--- src/rtl/uart_reg_bridge.sv ---
`default_nettype none
// ============================================================================
// Module  : uart_reg_bridge
// Brief   : Byte-stream command bridge giving a UART host read/write access
//           to a bank of registers plus a read-only version register.
// Revision: 1.0 - initial release
// ============================================================================
module uart_reg_bridge #(
  parameter int                              NUM_BYTES_PER_REG = 4,
  parameter int                              NUM_REGISTERS     = 8,
  parameter logic [NUM_BYTES_PER_REG*8-1:0]  VERSION           = '0,
  parameter int                              TIMEOUT_CYCLES    = 100000
) (
  input  logic                                          clock,
  input  logic                                          arst_n,
  input  logic [7:0]                                    uart_rx_value,
  input  logic                                          uart_rx_value_ready,
  output logic [7:0]                                    uart_tx_value,
  output logic                                          uart_tx_value_write,
  input  logic                                          uart_tx_value_done,
  input  logic [NUM_REGISTERS*NUM_BYTES_PER_REG*8-1:0]  value_in,
  output logic [NUM_REGISTERS*NUM_BYTES_PER_REG*8-1:0]  value_out,
  output logic [NUM_REGISTERS-1:0]                      value_wr_strobe
);

  localparam int               c_NB      = NUM_BYTES_PER_REG;
  localparam int               c_DW      = c_NB * 8;
  localparam int               c_CNT_W   = (c_NB > 1) ? $clog2(c_NB) : 1;
  localparam int               c_TO_W    = $clog2(TIMEOUT_CYCLES + 1);
  localparam logic [c_CNT_W-1:0] c_LAST  = c_CNT_W'(c_NB - 1);
  localparam logic [7:0]       c_MAX_IDX = 8'(NUM_REGISTERS);
  localparam logic [7:0]       c_CH_S    = 8'h53;
  localparam logic [7:0]       c_CH_W    = 8'h57;
  localparam logic [7:0]       c_CH_R    = 8'h52;
  localparam logic [7:0]       c_CH_K    = 8'h4B;
  localparam logic [7:0]       c_CH_E    = 8'h45;

  if (NUM_BYTES_PER_REG < 1 || NUM_BYTES_PER_REG > 8 ||
      (NUM_BYTES_PER_REG & (NUM_BYTES_PER_REG - 1)) != 0) begin : g_bad_nb
    $error("uart_reg_bridge: NUM_BYTES_PER_REG=%0d must be a power of two in 1..8",
           NUM_BYTES_PER_REG);
  end
  if (NUM_REGISTERS < 1 || NUM_REGISTERS > 255) begin : g_bad_nr
    $error("uart_reg_bridge: NUM_REGISTERS=%0d must be in 1..255", NUM_REGISTERS);
  end

  typedef enum logic [2:0] {
    IDLE      = 3'd0,
    INDEX     = 3'd1,
    ACTION    = 3'd2,
    RECV      = 3'd3,
    COMMIT    = 3'd4,
    RESP_LOAD = 3'd5,
    RESP_SEND = 3'd6,
    RESP_WAIT = 3'd7
  } state_t;

  state_t                              r_state;
  state_t                              w_next;
  logic [7:0]                          r_idx;
  logic [c_CNT_W-1:0]                  r_cnt;
  logic [c_CNT_W-1:0]                  r_last;
  logic [c_DW-1:0]                     r_shadow;
  logic [c_DW-1:0]                     r_tx_buf;
  logic [NUM_REGISTERS*c_DW-1:0]       r_value;
  logic [NUM_REGISTERS-1:0]            w_sel;
  logic [NUM_REGISTERS-1:0]            w_strobe;
  logic [c_DW-1:0]                     w_rd_word;
  logic [7:0]                          w_tx_byte;
  logic                                w_tx_write;
  logic                                w_waiting;
  logic                                w_timeout;

  assign w_waiting = (r_state == INDEX) || (r_state == ACTION) || (r_state == RECV);

  // Idle-cycle counter; any rx byte reloads it, so a byte always beats expiry.
  if (TIMEOUT_CYCLES > 0) begin : g_timeout
    logic [c_TO_W-1:0] r_to_cnt;

    always_ff @(posedge clock or negedge arst_n) begin
      if (!arst_n) begin
        r_to_cnt <= '0;
      end else if (uart_rx_value_ready || !w_waiting) begin
        r_to_cnt <= '0;
      end else begin
        r_to_cnt <= r_to_cnt + c_TO_W'(1);
      end
    end

    assign w_timeout = w_waiting && !uart_rx_value_ready &&
                       (r_to_cnt == c_TO_W'(TIMEOUT_CYCLES));
  end else begin : g_no_timeout
    assign w_timeout = 1'b0;
  end

  // Full 8-bit index decode: out-of-range indices select nothing.
  always_comb begin
    w_sel     = '0;
    w_rd_word = VERSION;
    for (int r = 0; r < NUM_REGISTERS; r++) begin
      w_sel[r] = (r_idx == 8'(r));
      if (w_sel[r]) begin
        w_rd_word = value_in[r*c_DW +: c_DW];
      end
    end
  end

  assign w_tx_byte = r_tx_buf[{r_cnt, 3'b000} +: 8];

  always_ff @(posedge clock or negedge arst_n) begin
    if (!arst_n) begin
      r_state <= IDLE;
    end else begin
      r_state <= w_next;
    end
  end

  always_comb begin
    w_next     = r_state;
    w_tx_write = 1'b0;
    w_strobe   = '0;
    case (r_state)
      IDLE: begin
        if (uart_rx_value_ready && uart_rx_value == c_CH_S) w_next = INDEX;
      end
      INDEX: begin
        if (uart_rx_value_ready) w_next = ACTION;
        else if (w_timeout)      w_next = IDLE;
      end
      ACTION: begin
        if (uart_rx_value_ready) begin
          if (uart_rx_value == c_CH_R && r_idx <= c_MAX_IDX)      w_next = RESP_LOAD;
          else if (uart_rx_value == c_CH_W && r_idx < c_MAX_IDX)  w_next = RECV;
          else                                                    w_next = RESP_SEND;
        end else if (w_timeout) begin
          w_next = IDLE;
        end
      end
      RECV: begin
        if (uart_rx_value_ready) begin
          if (r_cnt == c_LAST) w_next = COMMIT;
        end else if (w_timeout) begin
          w_next = IDLE;
        end
      end
      COMMIT: begin
        w_strobe = w_sel;
        w_next   = RESP_SEND;
      end
      RESP_LOAD: w_next = RESP_SEND;
      RESP_SEND: begin
        w_tx_write = 1'b1;
        w_next     = RESP_WAIT;
      end
      RESP_WAIT: begin
        if (uart_tx_value_done) w_next = (r_cnt == r_last) ? IDLE : RESP_SEND;
      end
      default: w_next = IDLE;
    endcase
  end

  always_ff @(posedge clock or negedge arst_n) begin
    if (!arst_n) begin
      r_idx    <= '0;
      r_cnt    <= '0;
      r_last   <= '0;
      r_shadow <= '0;
      r_tx_buf <= '0;
      r_value  <= '0;
    end else begin
      if (w_timeout) r_shadow <= '0;
      case (r_state)
        INDEX: begin
          if (uart_rx_value_ready) r_idx <= uart_rx_value;
        end
        ACTION: begin
          // Preload the error reply; the read path overwrites it in RESP_LOAD.
          if (uart_rx_value_ready) begin
            r_cnt    <= '0;
            r_last   <= '0;
            r_tx_buf <= c_DW'(c_CH_E);
          end
        end
        RECV: begin
          if (uart_rx_value_ready) begin
            r_shadow[{r_cnt, 3'b000} +: 8] <= uart_rx_value;
            r_cnt                          <= r_cnt + c_CNT_W'(1);
          end
        end
        COMMIT: begin
          for (int r = 0; r < NUM_REGISTERS; r++) begin
            if (w_sel[r]) r_value[r*c_DW +: c_DW] <= r_shadow;
          end
          r_tx_buf <= c_DW'(c_CH_K);
          r_cnt    <= '0;
          r_last   <= '0;
        end
        RESP_LOAD: begin
          r_tx_buf <= w_rd_word;
          r_cnt    <= '0;
          r_last   <= c_LAST;
        end
        RESP_WAIT: begin
          if (uart_tx_value_done && r_cnt != r_last) r_cnt <= r_cnt + c_CNT_W'(1);
        end
        default: ;
      endcase
    end
  end

  assign value_out           = r_value;
  assign value_wr_strobe     = w_strobe;
  assign uart_tx_value_write = w_tx_write;
  assign uart_tx_value       = w_tx_write ? w_tx_byte : 8'h00;

endmodule
`default_nettype wire

--- config.mk ---
export PLATFORM = sky130hd
export DESIGN_NAME = uart_reg_bridge
export DESIGN_NICKNAME = d
export VERILOG_FILES = /design/src/rtl/uart_reg_bridge.sv
export SDC_FILE = /design/constraint.sdc
export NUM_CORES = 1
export LEC_CHECK = 0
export CELL_PAD_IN_SITES_DETAIL_PLACEMENT = 2
export CELL_PAD_IN_SITES_GLOBAL_PLACEMENT = 2
export CORE_MARGIN = 3
export CORE_UTILIZATION = 30
export CTS_CLUSTER_DIAMETER = 50
export DETAILED_ROUTE_END_ITERATION = 10
export GPL_TIMING_DRIVEN = 0
export PLACE_DENSITY_LB_ADDON = 0.1
export SYNTH_ARGS = -nofsm -noshare
export SYNTH_HDL_FRONTEND = slang
export SYNTH_SLANG_ARGS = --single-unit
--- constraint.sdc ---
create_clock -name clock -period 3.8 [get_ports clock]
set_input_delay 0.38 -clock clock [delete_from_list [all_inputs] [get_ports clock]]
set_output_delay 0.38 -clock clock [all_outputs]
set_load 0.01 [all_outputs]
Word level (Yosys, flattened, before mapping)
Index checks and enable logic that the tools add are counted.
{ "word_totals": {"register_bits": 352, "input_bits": 268, "out_inout_bits": 273, "elab_cells": 112} }
{ "classes": {"add_sub_neg": 3, "magnitude_cmp": 2, "n_eq_ne": 27, "shifts": 3, "muxes": 34, "reduce_logical": 28} }
{ "ops": {"columns": ["op", "count"], "rows": [
  ["2-to-1 mux 32 bit", 12],
  ["one-hot mux 32 bit (3 select lines)", 1],
  ["bitwise mux 32 bit", 1],
  ["equality test 8 x 3 -> 1 bit, second input constant", 4],
  ["variable shift 8 x 7 -> 32 bit, first input constant", 1],
  ["variable part select 32 x 6 -> 8 bit", 1],
  ["variable part select 8 x 7 -> 32 bit", 1],
  ["2-to-1 mux 3 bit", 10],
  ["equality test 8 x 7 -> 1 bit, second input constant", 3],
  ["one-hot mux 3 bit (7 select lines)", 1],
  ["AND reduction 2 bit", 10],
  ["adder 17 x 1 -> 17 bit, second input constant", 1],
  ["equality test 17 bit, second input constant", 1],
  ["2-to-1 mux 17 bit", 1],
  ["equality test 8 x 2 -> 1 bit, second input constant", 2],
  ["2-to-1 mux 8 bit", 2],
  ["equality test 3 bit, second input constant", 4],
  ["!= test 2 bit, second input constant", 5],
  ["equality test 8 x 1 -> 1 bit, second input constant", 1],
  ["<= comparator 8 x 4 -> 1 bit, second input constant", 1],
  ["logical NOT 8 bit", 1],
  ["< comparator 8 x 4 -> 1 bit, second input constant", 1],
  ["one-hot mux 2 bit (4 select lines)", 1],
  ["negator 5 -> 7 bit", 1],
  ["19 further kinds", 30]
]} }

Longest topological paths before layout
{ "depth": {"word_depth": 10, "ltp_mapped": 8} }

Worst setup path before layout
No wires, ideal clock.
{ "synth_timing": {"path_type": "reg-to-output", "start": "reg r_idx[7]", "end": "out value_wr_strobe[2]", "t_arrival_ns": 1.893, "slack_ns": 1.527, "path_stages_with_launch": 8, "n_path_buf": 2, "path_cell_list": "dfrtp_1 > or4_4 > nor2_8 > nand2_4 > or3_1 > buf_6 > buf_6 > inv_1"} }
{ "synth_via": {"elab_chain_cells": 2} }
{ "synth_lines": {"columns": ["element", "line_no", "text"], "rows": [
  ["start: declaration", "60", "logic [7:0] r_idx;"],
  ["start signal: assignment", "174", "if (uart_rx_value_ready) r_idx <= uart_rx_value;"],
  ["equality test 8 x 2 -> 1 bit", "101", "w_sel[r] = (r_idx == 8'(r));"],
  ["2-to-1 mux 8 bit", "122", "case (r_state)"],
  ["end: declaration", "23", "output logic [NUM_REGISTERS-1:0] value_wr_strobe"]
]} }
Every way passes these cells.

Final worst setup path
{ "layout_timing": {"start": "reg r_idx[7]", "end": "out value_wr_strobe[7]"} }
{ "layout_via": {"elab_chain_cells": 2} }
{ "layout_lines": {"columns": ["element", "line_no"], "rows": [
  ["equality test 8 x 3 -> 1 bit", "101"],
  ["2-to-1 mux 8 bit", "122"]
]} }
Every way passes these cells.

==> impl_metrics.yaml <==
pwr:
  pwr-share-comb_pct: 31.3
  power_mw: 12.8
  switchingPower_mw: 4.41
  powerDensity_nw_per_um2: 525
  pwr-share-seq_pct: 34.4
  p_leak_nw: 10.8
  power.clock.fraction_pct: 34.3
  peakVddDrop_v: 0.000286
  swShare_pct: 34.4
  intPower_mw: 8.40
critical_path:
  slowest_stage: "or4_4"
  reg2regPathDepth: 5
  path_cells: "or4_4 > nor2_8 > nand3_1 > nor2_4 > buf_2 > clkdlybuf4s50_1"
  critical-path-top-delay-family: "simple AND/OR/NAND/NOR gates"
  cp_num_buf_inv: 2
  worstPathArrival_ns: 3.29
  crit_cells: 6
  setup.worst_path.start_class: "flop"
  path_class: "flop to primary output"
  cp_max_fo: 10
  end_kind: "primary output"
  required_ns: 3.42
  critical-path-max-stage-delay_ns: 0.61
global_route:
  grt_pass1_vias: 15100
  grt_pass1_wl_mm: 104
  grt_max_degree: 111
  grt_usage_pct: 24.3
  antenna_found_initial: 7
  grt_overflow: 0
floorplan:
  rows: 85
  die-area_um2: 57600
  die_h_um: 240
  core_um2: 54000
  ios: 541
  start_util_pct: 30.4
  dieWidth_um: 240
layout:
  layout_commonest_cell: "clkdlybuf4s50_1"
  final_cell_mix: "clkdlybuf4s50_1, dfrtp_1, mux2_2"
  fin_nets: 2175
  drive_gt1_share_pct: 22.2
  syn_to_final_growth_pct: 48.6
synth:
  yosysSeqAreaShare_pct: 53.5
  synth-main-ff-cell: "dfrtp_1"
  synth_area_um2: 16400
  async_flop_share_pct: 100
  synth_cell_types: 60
  synth_edf_count: 0
  ys_warn_count: 0
  synthesis.nets: 1578
  syn_inst: 1302
  synth-seq-cells: 351
  syn_avg_cell_area_um2: 12.6
detailed_routing:
  ant_nets: 0
  viasPerCell: 5.11
  dr.pass1.iters: 4
  avgRoutedWirePerCell_um: 27.0
  drt_iter0_drc: 505
  wirelength_mm: 71.1
  dr_total_vias: 13500
  route.detailed.drc: 0
sta:
  timing.final.ws_setup_ns: 0.133
  hold_viol_final: 0
  worst_pin_slew_ns: 1.25
  rsz0062_at_grt: "false"
  fmax_mhz: 273
  fin_crit_ns: 3.67
  finalSetupViolCount: 0
  drv_slew: 0
  fin_crit_sh_pct: 96.5
  slew_headroom_pct: 15.9
  finClkSkew_ns: 0.0135
hold_path:
  min_path_type: "input port to asynchronous set/reset pin"
place:
  hpwl_mm: 55.1
  gp_congestion: 0.865
  portBuffers: 538
  place_ws_ns: 0.0292
job:
  maxCapViolations: 0
outcome:
  status: "complete, no violations"
cts:
  numCtsBuffers: 47
  worstSkewPairLatency_ns: 0.58
  clock-sinks: 351
  cts_tree: "done"
  cts_root_buf: "clkbuf_16"
  cts.clk_slew.worst_paths_ns: 0.05
  cts.htree.levels: 2
  clock_tree.buffer_depth: 3
cell usage after synthesis (2+ instances only):
cell / count / share of area [%]
a31oi_1: 4 / 0.15
nand3_1: 19 / 0.58
mux4_2: 17 / 2.3
nand3b_1: 2 / 0.091
o221ai_1: 21 / 1.1
buf_2: 26 / 0.79
mux2_4: 34 / 3.1
mux2i_1: 55 / 3.4
nor2_2: 3 / 0.11
clkbuf_1: 45 / 1.0
xnor2_1: 4 / 0.21
nand2_1: 63 / 1.4
ha_1: 8 / 0.61
a21oi_1: 50 / 1.5
o22ai_1: 24 / 0.91
dfrtp_1: 351 / 53
a221o_1: 3 / 0.18
inv_1: 16 / 0.37
nor4_1: 3 / 0.11
xor2_1: 7 / 0.37
a2bb2oi_1: 2 / 0.11
a22o_1: 33 / 1.8
buf_6: 7 / 0.48
and4_1: 4 / 0.21
a21o_1: 3 / 0.14
buf_1: 13 / 0.30
nor2b_1: 7 / 0.27
nand4_1: 6 / 0.23
or3_1: 7 / 0.27
o211ai_1: 24 / 1.1
a22oi_1: 4 / 0.18
nor4bb_1: 2 / 0.12
o31ai_1: 8 / 0.37
nand2b_1: 6 / 0.23
mux2_2: 252 / 17
nor3_1: 7 / 0.21
o21ai_0: 34 / 1.0
and3_1: 9 / 0.34
nor2_1: 98 / 2.2
layout make-up:
| class | count | area [um^2] |
|---|---|---|
| Fill cell | 5449 | 29600 |
| Sequential cell | 351 | 8780 |
| Multi-Input combinational cell | 844 | 7190 |
| Timing Repair Buffer | 548 | 5530 |
| Clock buffer | 68 | 1360 |
| Tap cell | 696 | 871 |
| Buffer | 91 | 430 |
| Clock inverter | 17 | 190 |
| Inverter | 16 | 60.1 |
| Antenna cell | 4 | 10.0 |
metrics by stage:
step	area (um^2)	util [%]	instances	hold slack, ns	TNS [ns]
finish	24400	45.2	2635	0.379	0
global route	24400	45.2	2631	0.420	0
CTS	24400	45.2	2631	0.379	0
detailed placement	22800	42.1	2539	0.407	0
global placement	22700	42.0	2536	0.470	-4744.74
floorplan	16400	-	1302	0.0844	0
state kept, by name, summed over array words and instances (netlist names):
name and count:
r_last 1, r_tx_buf 32, r_idx 8, r_state 3
r_cnt 2, g_timeout.r_to_cnt 17, value_out 256, r_shadow 32
repair_timing:
item	in CTS	in global routing
hold buffers	1	0
buffers inserted	6	0
endpoints found under the setup margin	6	1
endpoints found under the hold margin	78	0
resized for setup	7	1
pin swaps	5	0
metal layers:
metal	routed length [um]	share of wire, %	up-vias	GRT usage, %
met5	60	0.084	-	0
met4	1280	1.8	10	5.03
met3	4710	6.6	80	5.95
met2	36800	52	412	44.0
met1	28300	40	7003	29.4
li1	-	-	5963	-
worst paths after layout:
path | from | end | slack, ns
hold / removal | arst_n | value_out[71] | 0.38
max in group asynchronous | arst_n | value_out[253] | 2.04
setup reg to reg | r_state[1] | r_shadow[18] | 0.62
hold reg to reg | r_last[0] | r_last[0] | 0.50
min in group clock | uart_rx_value[0] | r_shadow[8] | 0.42
setup / recovery | r_idx[7] | value_wr_strobe[7] | 0.13
worst register-to-register path, delay by kind of cell, from the launching register on:
| family | cells | cell delay, ns |
|---|---|---|
| compound gates | 3 | 1.19 |
| buf+inv | 1 | 0.46 |
| flops | 1 | 0.32 |
| simple gates | 1 | 1.10 |
cell families after synthesis:
logic type,Yosys count,share of synthesized area (%)
xor+xnor,11,0.586
fa+ha+maj,8,0.609
simple gates,247,7.22
flops,351,53.5
buf+inv,107,2.96
mux,359,26.1
compound gates,219,9.02
power by group through the flow:
| stage | logic (mW) | registers, mW | clock network [mW] |
|---|---|---|---|
| after floorplan | 2.19 | 4.37 | 0 |
| after global placement | 3.92 | 4.47 | 0 |
| after detailed placement | 4.02 | 4.47 | 0 |
| after CTS | 4.06 | 4.42 | 4.52 |
| after global routing | 4.36 | 4.45 | 4.68 |
| final | 4.01 | 4.41 | 4.39 |
No activity file was read; power rests on OpenSTA's default activity.
